===== config.mk =====
export PLATFORM = sky130hd
export DESIGN_NAME = regfile_write_arbiter
export DESIGN_NICKNAME = d
export VERILOG_FILES = /design/src/rtl/regfile_write_arbiter.sv
export SDC_FILE = /design/constraint.sdc
export NUM_CORES = 1
export LEC_CHECK = 0
export CAP_MARGIN = 20
export CORE_ASPECT_RATIO = 0.75
export CORE_MARGIN = 2
export CORE_UTILIZATION = 30
export CTS_CLUSTER_SIZE = 25
export DETAILED_ROUTE_END_ITERATION = 10
export PLACE_DENSITY_LB_ADDON = 0.2
export SETUP_SLACK_MARGIN = 0.4
export SYNTH_ARGS = -nofsm -noshare
export SYNTH_HDL_FRONTEND = slang
export SYNTH_SLANG_ARGS = --single-unit

===== constraint.sdc =====
create_clock -name clk -period 1.4 [get_ports clk]
set_clock_uncertainty 0.15 [all_clocks]
set_input_delay 0.28 -clock clk [delete_from_list [all_inputs] [get_ports clk]]
set_output_delay 0.28 -clock clk [all_outputs]
set_load 0.02 [all_outputs]

===== src/rtl/regfile_write_arbiter.sv =====
// regfile_write_arbiter
// Two CPU cores share one register-file write port. Each core hands its write
// to a private 1-entry holding buffer through a valid/ready handshake. A
// round-robin arbiter drains one buffer per cycle into a registered
// regwrite/wa/wd stage that drives the register file write port directly.
// Writes to register 0 are drained like any other entry but never assert
// regwrite, so register 0 stays untouched.

module regfile_write_arbiter #(
  parameter int WIDTH   = 8,
  parameter int REGBITS = 5
) (
  input  logic               clk,
  input  logic               rst_n,
  // core 0 write request
  input  logic               c0_wr_valid,
  output logic               c0_wr_ready,
  input  logic [REGBITS-1:0] c0_wr_addr,
  input  logic [WIDTH-1:0]   c0_wr_data,
  // core 1 write request
  input  logic               c1_wr_valid,
  output logic               c1_wr_ready,
  input  logic [REGBITS-1:0] c1_wr_addr,
  input  logic [WIDTH-1:0]   c1_wr_data,
  // register file write port
  output logic               regwrite,
  output logic [REGBITS-1:0] wa,
  output logic [WIDTH-1:0]   wd,
  // status
  output logic [1:0]         pending,
  output logic               collision
);

  localparam int NCORES = 2;

  // Round-robin pointer: names the core that wins when both buffers hold an entry.
  typedef enum logic {
    RR_CORE0 = 1'b0,
    RR_CORE1 = 1'b1
  } rr_state_t;

  rr_state_t r_rr_ptr;
  rr_state_t w_rr_ptr_next;

  // Per-core request inputs gathered into arrays so the buffer logic can be
  // generated once per core.
  logic [NCORES-1:0]  w_wr_valid;
  logic [NCORES-1:0]  w_wr_ready;
  logic [NCORES-1:0]  w_accept;
  logic [REGBITS-1:0] w_wr_addr [NCORES];
  logic [WIDTH-1:0]   w_wr_data [NCORES];

  // Holding buffer contents, as seen by the arbiter.
  logic [NCORES-1:0]  w_buf_vld;
  logic [REGBITS-1:0] w_buf_addr [NCORES];
  logic [WIDTH-1:0]   w_buf_data [NCORES];

  // Arbitration results.
  logic [NCORES-1:0]  w_grant;
  logic               w_grant_any;
  logic [REGBITS-1:0] w_gnt_addr;
  logic [WIDTH-1:0]   w_gnt_data;
  logic               w_same_addr;

  // Registered write-port stage.
  logic               r_regwrite;
  logic [REGBITS-1:0] r_wa;
  logic [WIDTH-1:0]   r_wd;
  logic               r_collision;

  assign w_wr_valid   = {c1_wr_valid, c0_wr_valid};
  assign w_wr_addr[0] = c0_wr_addr;
  assign w_wr_addr[1] = c1_wr_addr;
  assign w_wr_data[0] = c0_wr_data;
  assign w_wr_data[1] = c1_wr_data;

  // ---------------------------------------------------------------------------
  // Per-core handshake and holding buffer.
  // Ready depends only on registered occupancy and this cycle's grant, never on
  // the core's own valid, so there is no combinational valid->ready path. A
  // buffer being drained this cycle can take a new entry at the same edge,
  // which gives one write per cycle per core when the other core is idle.
  // ---------------------------------------------------------------------------
  genvar gi;
  generate
    for (gi = 0; gi < NCORES; gi++) begin : g_core
      logic               r_vld;
      logic [REGBITS-1:0] r_addr;
      logic [WIDTH-1:0]   r_data;

      assign w_wr_ready[gi] = !r_vld | w_grant[gi];
      assign w_accept[gi]   = w_wr_valid[gi] & w_wr_ready[gi];

      assign w_buf_vld[gi]  = r_vld;
      assign w_buf_addr[gi] = r_addr;
      assign w_buf_data[gi] = r_data;

      // Load on accept (replacing an entry drained this cycle); otherwise empty on grant.
      always_ff @(posedge clk or negedge rst_n) begin
        if (!rst_n) begin
          r_vld  <= 1'b0;
          r_addr <= '0;
          r_data <= '0;
        end else if (w_accept[gi]) begin
          r_vld  <= 1'b1;
          r_addr <= w_wr_addr[gi];
          r_data <= w_wr_data[gi];
        end else if (w_grant[gi]) begin
          r_vld  <= 1'b0;
        end
      end
    end
  endgenerate

  // ---------------------------------------------------------------------------
  // Arbitration: a lone occupied buffer always wins; when both are occupied the
  // pointer decides. The pointer then moves to the other core, so a waiting
  // entry is never passed over more than once.
  // ---------------------------------------------------------------------------

  // Grant selection from buffer occupancy and the round-robin pointer.
  always_comb begin
    w_grant = w_buf_vld;
    if (w_buf_vld == 2'b11) begin
      w_grant = (r_rr_ptr == RR_CORE0) ? 2'b01 : 2'b10;
    end
  end

  // Next pointer: favour the core that was not just served; hold when idle.
  always_comb begin
    w_rr_ptr_next = r_rr_ptr;
    if (w_grant[0]) begin
      w_rr_ptr_next = RR_CORE1;
    end else if (w_grant[1]) begin
      w_rr_ptr_next = RR_CORE0;
    end
  end

  // Pointer register.
  always_ff @(posedge clk or negedge rst_n) begin
    if (!rst_n) begin
      r_rr_ptr <= RR_CORE0;
    end else begin
      r_rr_ptr <= w_rr_ptr_next;
    end
  end

  assign w_grant_any = |w_grant;
  assign w_gnt_addr  = w_grant[1] ? w_buf_addr[1] : w_buf_addr[0];
  assign w_gnt_data  = w_grant[1] ? w_buf_data[1] : w_buf_data[0];

  // Both cores targeting the same real register: they are issued on
  // consecutive cycles in round-robin order, so the later one ends up in the
  // register file. Flagged once, alongside the first of the pair.
  assign w_same_addr = (w_buf_vld == 2'b11)
                     && (w_buf_addr[0] == w_buf_addr[1])
                     && (w_buf_addr[0] != '0);

  // ---------------------------------------------------------------------------
  // Registered write port. wa/wd only change on a grant, so they are only ever
  // loaded from a buffer that was written (or the reset value).
  // ---------------------------------------------------------------------------

  // Write-port stage: enable suppressed for register 0, address/data hold when idle.
  always_ff @(posedge clk or negedge rst_n) begin
    if (!rst_n) begin
      r_regwrite  <= 1'b0;
      r_wa        <= '0;
      r_wd        <= '0;
      r_collision <= 1'b0;
    end else begin
      r_regwrite  <= w_grant_any && (w_gnt_addr != '0);
      r_collision <= w_same_addr;
      if (w_grant_any) begin
        r_wa <= w_gnt_addr;
        r_wd <= w_gnt_data;
      end
    end
  end

  assign c0_wr_ready = w_wr_ready[0];
  assign c1_wr_ready = w_wr_ready[1];
  assign regwrite    = r_regwrite;
  assign wa          = r_wa;
  assign wd          = r_wd;
  assign pending     = w_buf_vld;
  assign collision   = r_collision;

endmodule

==> results.yml <==
setup_path:
  arrival_ns: 1.58
  reg2regPathDepth: 5
  endpoint_kind: "flip-flop"
  crit_fanout: 7
  cp.required_ns: 1.42
  rr_startpoint: "g_core[0].r_vld"
  worstSetupPathType: "flip-flop to flip-flop"
  cp-start-kind: "flip-flop"
  reg2reg_to: "g_core[1].r_data[7]"
  r2r_slack_ns: -0.15
placed_design:
  routabilityCongestion: 0.775
  hpwl_um: 3520
  port_buffers: 48
clock_network:
  cts_buffers: 5
  htree_levels: 2
  clock-sinks: 44
  clock-root-buffer: "clkbuf_8"
  ctsLongestPathBuffers: 2
  clkTransAtPathRegs_ns: 0.08
  clock_latency_ns: 0.29
  cts_tree: "yes"
routing:
  drc: 0
  drt-total-wl_um: 5280
  wl_per_cell_um: 16.3
  ant_nets: 0
  num_vias: 1536
  first_pass_iters: 4
  dr.first_iter.drc_count: 43
  via_per_inst: 4.76
synthesis:
  netlist_area_um2: 2090
  ys_seq_area_share_pct: 52.7
  postSynthCellCount: 146
  syn-num-nets: 176
  syn_avg_cell_area_um2: 14.3
  synth-seq-cells: 44
  yosys_warnings: 0
  ys_types: 29
timing:
  worst_pin_slew_ns: 0.279
  fmax_mhz: 645
  hold_viol: 0
  tns_ns: -4.58
  layout_min_cycle_time_ns: 1.55
  relSlewSlack_pct: 81.4
  finalCritPeriodShare_pct: 111
  rsz0062_at_grt: "true"
  setup_ws_ns: -0.151
  setup_violations: 45
  drv_slew: 0
global_route:
  gr-total-overflow: 0
  grt_use_total_pct: 14.4
  grt_first_pass_wirelength_um: 8610
  grt_max_degree: 45
  antenna_found_initial: 0
  first_global_vias: 1617
cells_and_area:
  nNetsFinal: 269
  multiInputGateArea_um2: 1040
  final_common_cell: "dfrtp_1"
  n_fill_cell: 601
  drive_gt1_share_pct: 49.4
  seq_area_um2: 1100
  area_growth_pct: 57.4
  antennaDiodeCount: 0
  final_cell_mix: "41 x dfrtp_1, 31 x buf_6, 30 x buf_4, 28 x clkdlybuf4s50_1, 26 x mux2_4"
die:
  core_area_um2: 6770
  die_area_um2: 7650
  start_util_pct: 30.9
  ios: 49
  rows: 26
  die_w_um: 100
  die-height_um: 76.3
pwr:
  p_leak_nw: 1.48
  finalPower_mw: 5.87
  p_per_area_nw_per_um2: 1790
  peakVddDrop_mv: 0.691
job:
  max_cap_viol_count: 0
worst_hold_path:
  hold_path.class: "primary input to asynchronous set/reset pin"
run_status:
  violations: "negative setup slack"
  status: "finished, violations left"
[stage by stage]
| step | cell area [um^2] | instances | hold WS, ns | worst slack (ns) | utilization, % |
|---|---|---|---|---|---|
| global route | 3290 | 323 | 0.365 | -0.200 | 48.6 |
| detailed placement | 2830 | 295 | 0.129 | -0.465 | 41.9 |
| global placement | 2830 | 295 | 0.127 | -0.385 | 41.9 |
| CTS | 3220 | 317 | 0.353 | -0.138 | 47.6 |
| floorplan | 2130 | 146 | -0.166 | -0.0664 | - |
| finish | 3290 | 323 | 0.346 | -0.151 | 48.6 |
[critical path, cell delays in order (launching register included)]
cell and delay, ns:
dfrtp_2 0.42, buf_6 0.14, nand2_4 0.06, o21ai_4 0.18, buf_8 0.18, mux2_4 0.31
[what timing repair did]
action,4_1_cts,5_1_grt
endpoints found under the setup margin,61,63
hold endpoints to repair,44,0
cloned,1,0
resized for setup,146,6
hold buffers,1,0
setup buffers,13,6
pin swaps,21,4
[state kept, by name (all words and copies together) (netlist names)]
signal,cells
collision,1
wd,8
r_rr_ptr,1
g_core.r_vld,2
g_core.r_addr,10
wa,5
g_core.r_data,16
regwrite,1
[report_power, final]
part / switching [mW] / internal, mW / total (mW)
Sequential: 0.350 / 1.71 / 2.06
Combinational: 1.24 / 1.81 / 3.05
Clock: 0.426 / 0.340 / 0.767
Total: 2.02 / 3.86 / 5.87
[routing by layer]
metal	vias to the layer above	global-route usage, %	routed length, um
li1	732	-	-
met1	757	20.5	2500
met2	41	21.9	2480
met3	6	3.85	259
met4	0	3.56	33
met5	-	0	0
[kinds of logic (layout without fill, tap and decap cells)]
kind of cell / count (synthesis) / count (layout) / share of synthesized area [%]
AOI/OAI and AO/OA: 31 / 31 / 14.5
xor gates and xnor gates: 4 / 4 / 1.68
buffers and inverters: 12 / 104 / 4.61
DFF: 44 / 44 / 52.7
muxes: 26 / 26 / 17.6
and+or+nand+nor: 29 / 30 / 8.87
[how the worst max path moves through the flow]
stage | startpoint | depth (start not counted) | endpoint
6_report | g_core[0].r_vld | 5 | g_core[1].r_data[7]
3_3_place_gp | g_core[1].r_vld | 3 | g_core[1].r_data[3]
5_1_grt | g_core[0].r_vld | 6 | wa[2]
3_5_place_dp | g_core[1].r_vld | 3 | g_core[1].r_data[3]
2_1_floorplan | g_core[1].r_vld | 5 | g_core[1].r_addr[0]
4_1_cts | g_core[0].r_vld | 6 | wd[5]
[cells in the mapped netlist, drive strengths merged]
| cell type | count | area, um^2 |
|---|---|---|
| a2111oi | 1 | 8.76 |
| a211o | 13 | 114 |
| buf | 10 | 88.8 |
| clkbuf | 1 | 3.75 |
| dfrtp | 44 | 1100 |
| inv | 1 | 3.75 |
| mux2 | 26 | 368 |
| nand2 | 6 | 35.0 |
| nand2b | 3 | 26.3 |
| nand3 | 3 | 20.0 |
| nor2 | 2 | 7.51 |
| nor2b | 13 | 81.3 |
| o211ai | 1 | 7.51 |
| o21ai | 3 | 26.3 |
| o221a | 13 | 146 |
| or4 | 2 | 15.0 |
| xnor2 | 3 | 26.3 |
| xor2 | 1 | 8.76 |
[final cells by class]
class | count | area share [%]
timing repair buffer | 96 | 29.2
multi-input combinational | 91 | 31.5
sequential | 44 | 33.6
clock inverter | 1 | 0.152
tap | 84 | 3.20
clock buffer | 6 | 2.21
inverter | 1 | 0.114
(Power assumes the default switching activity.)
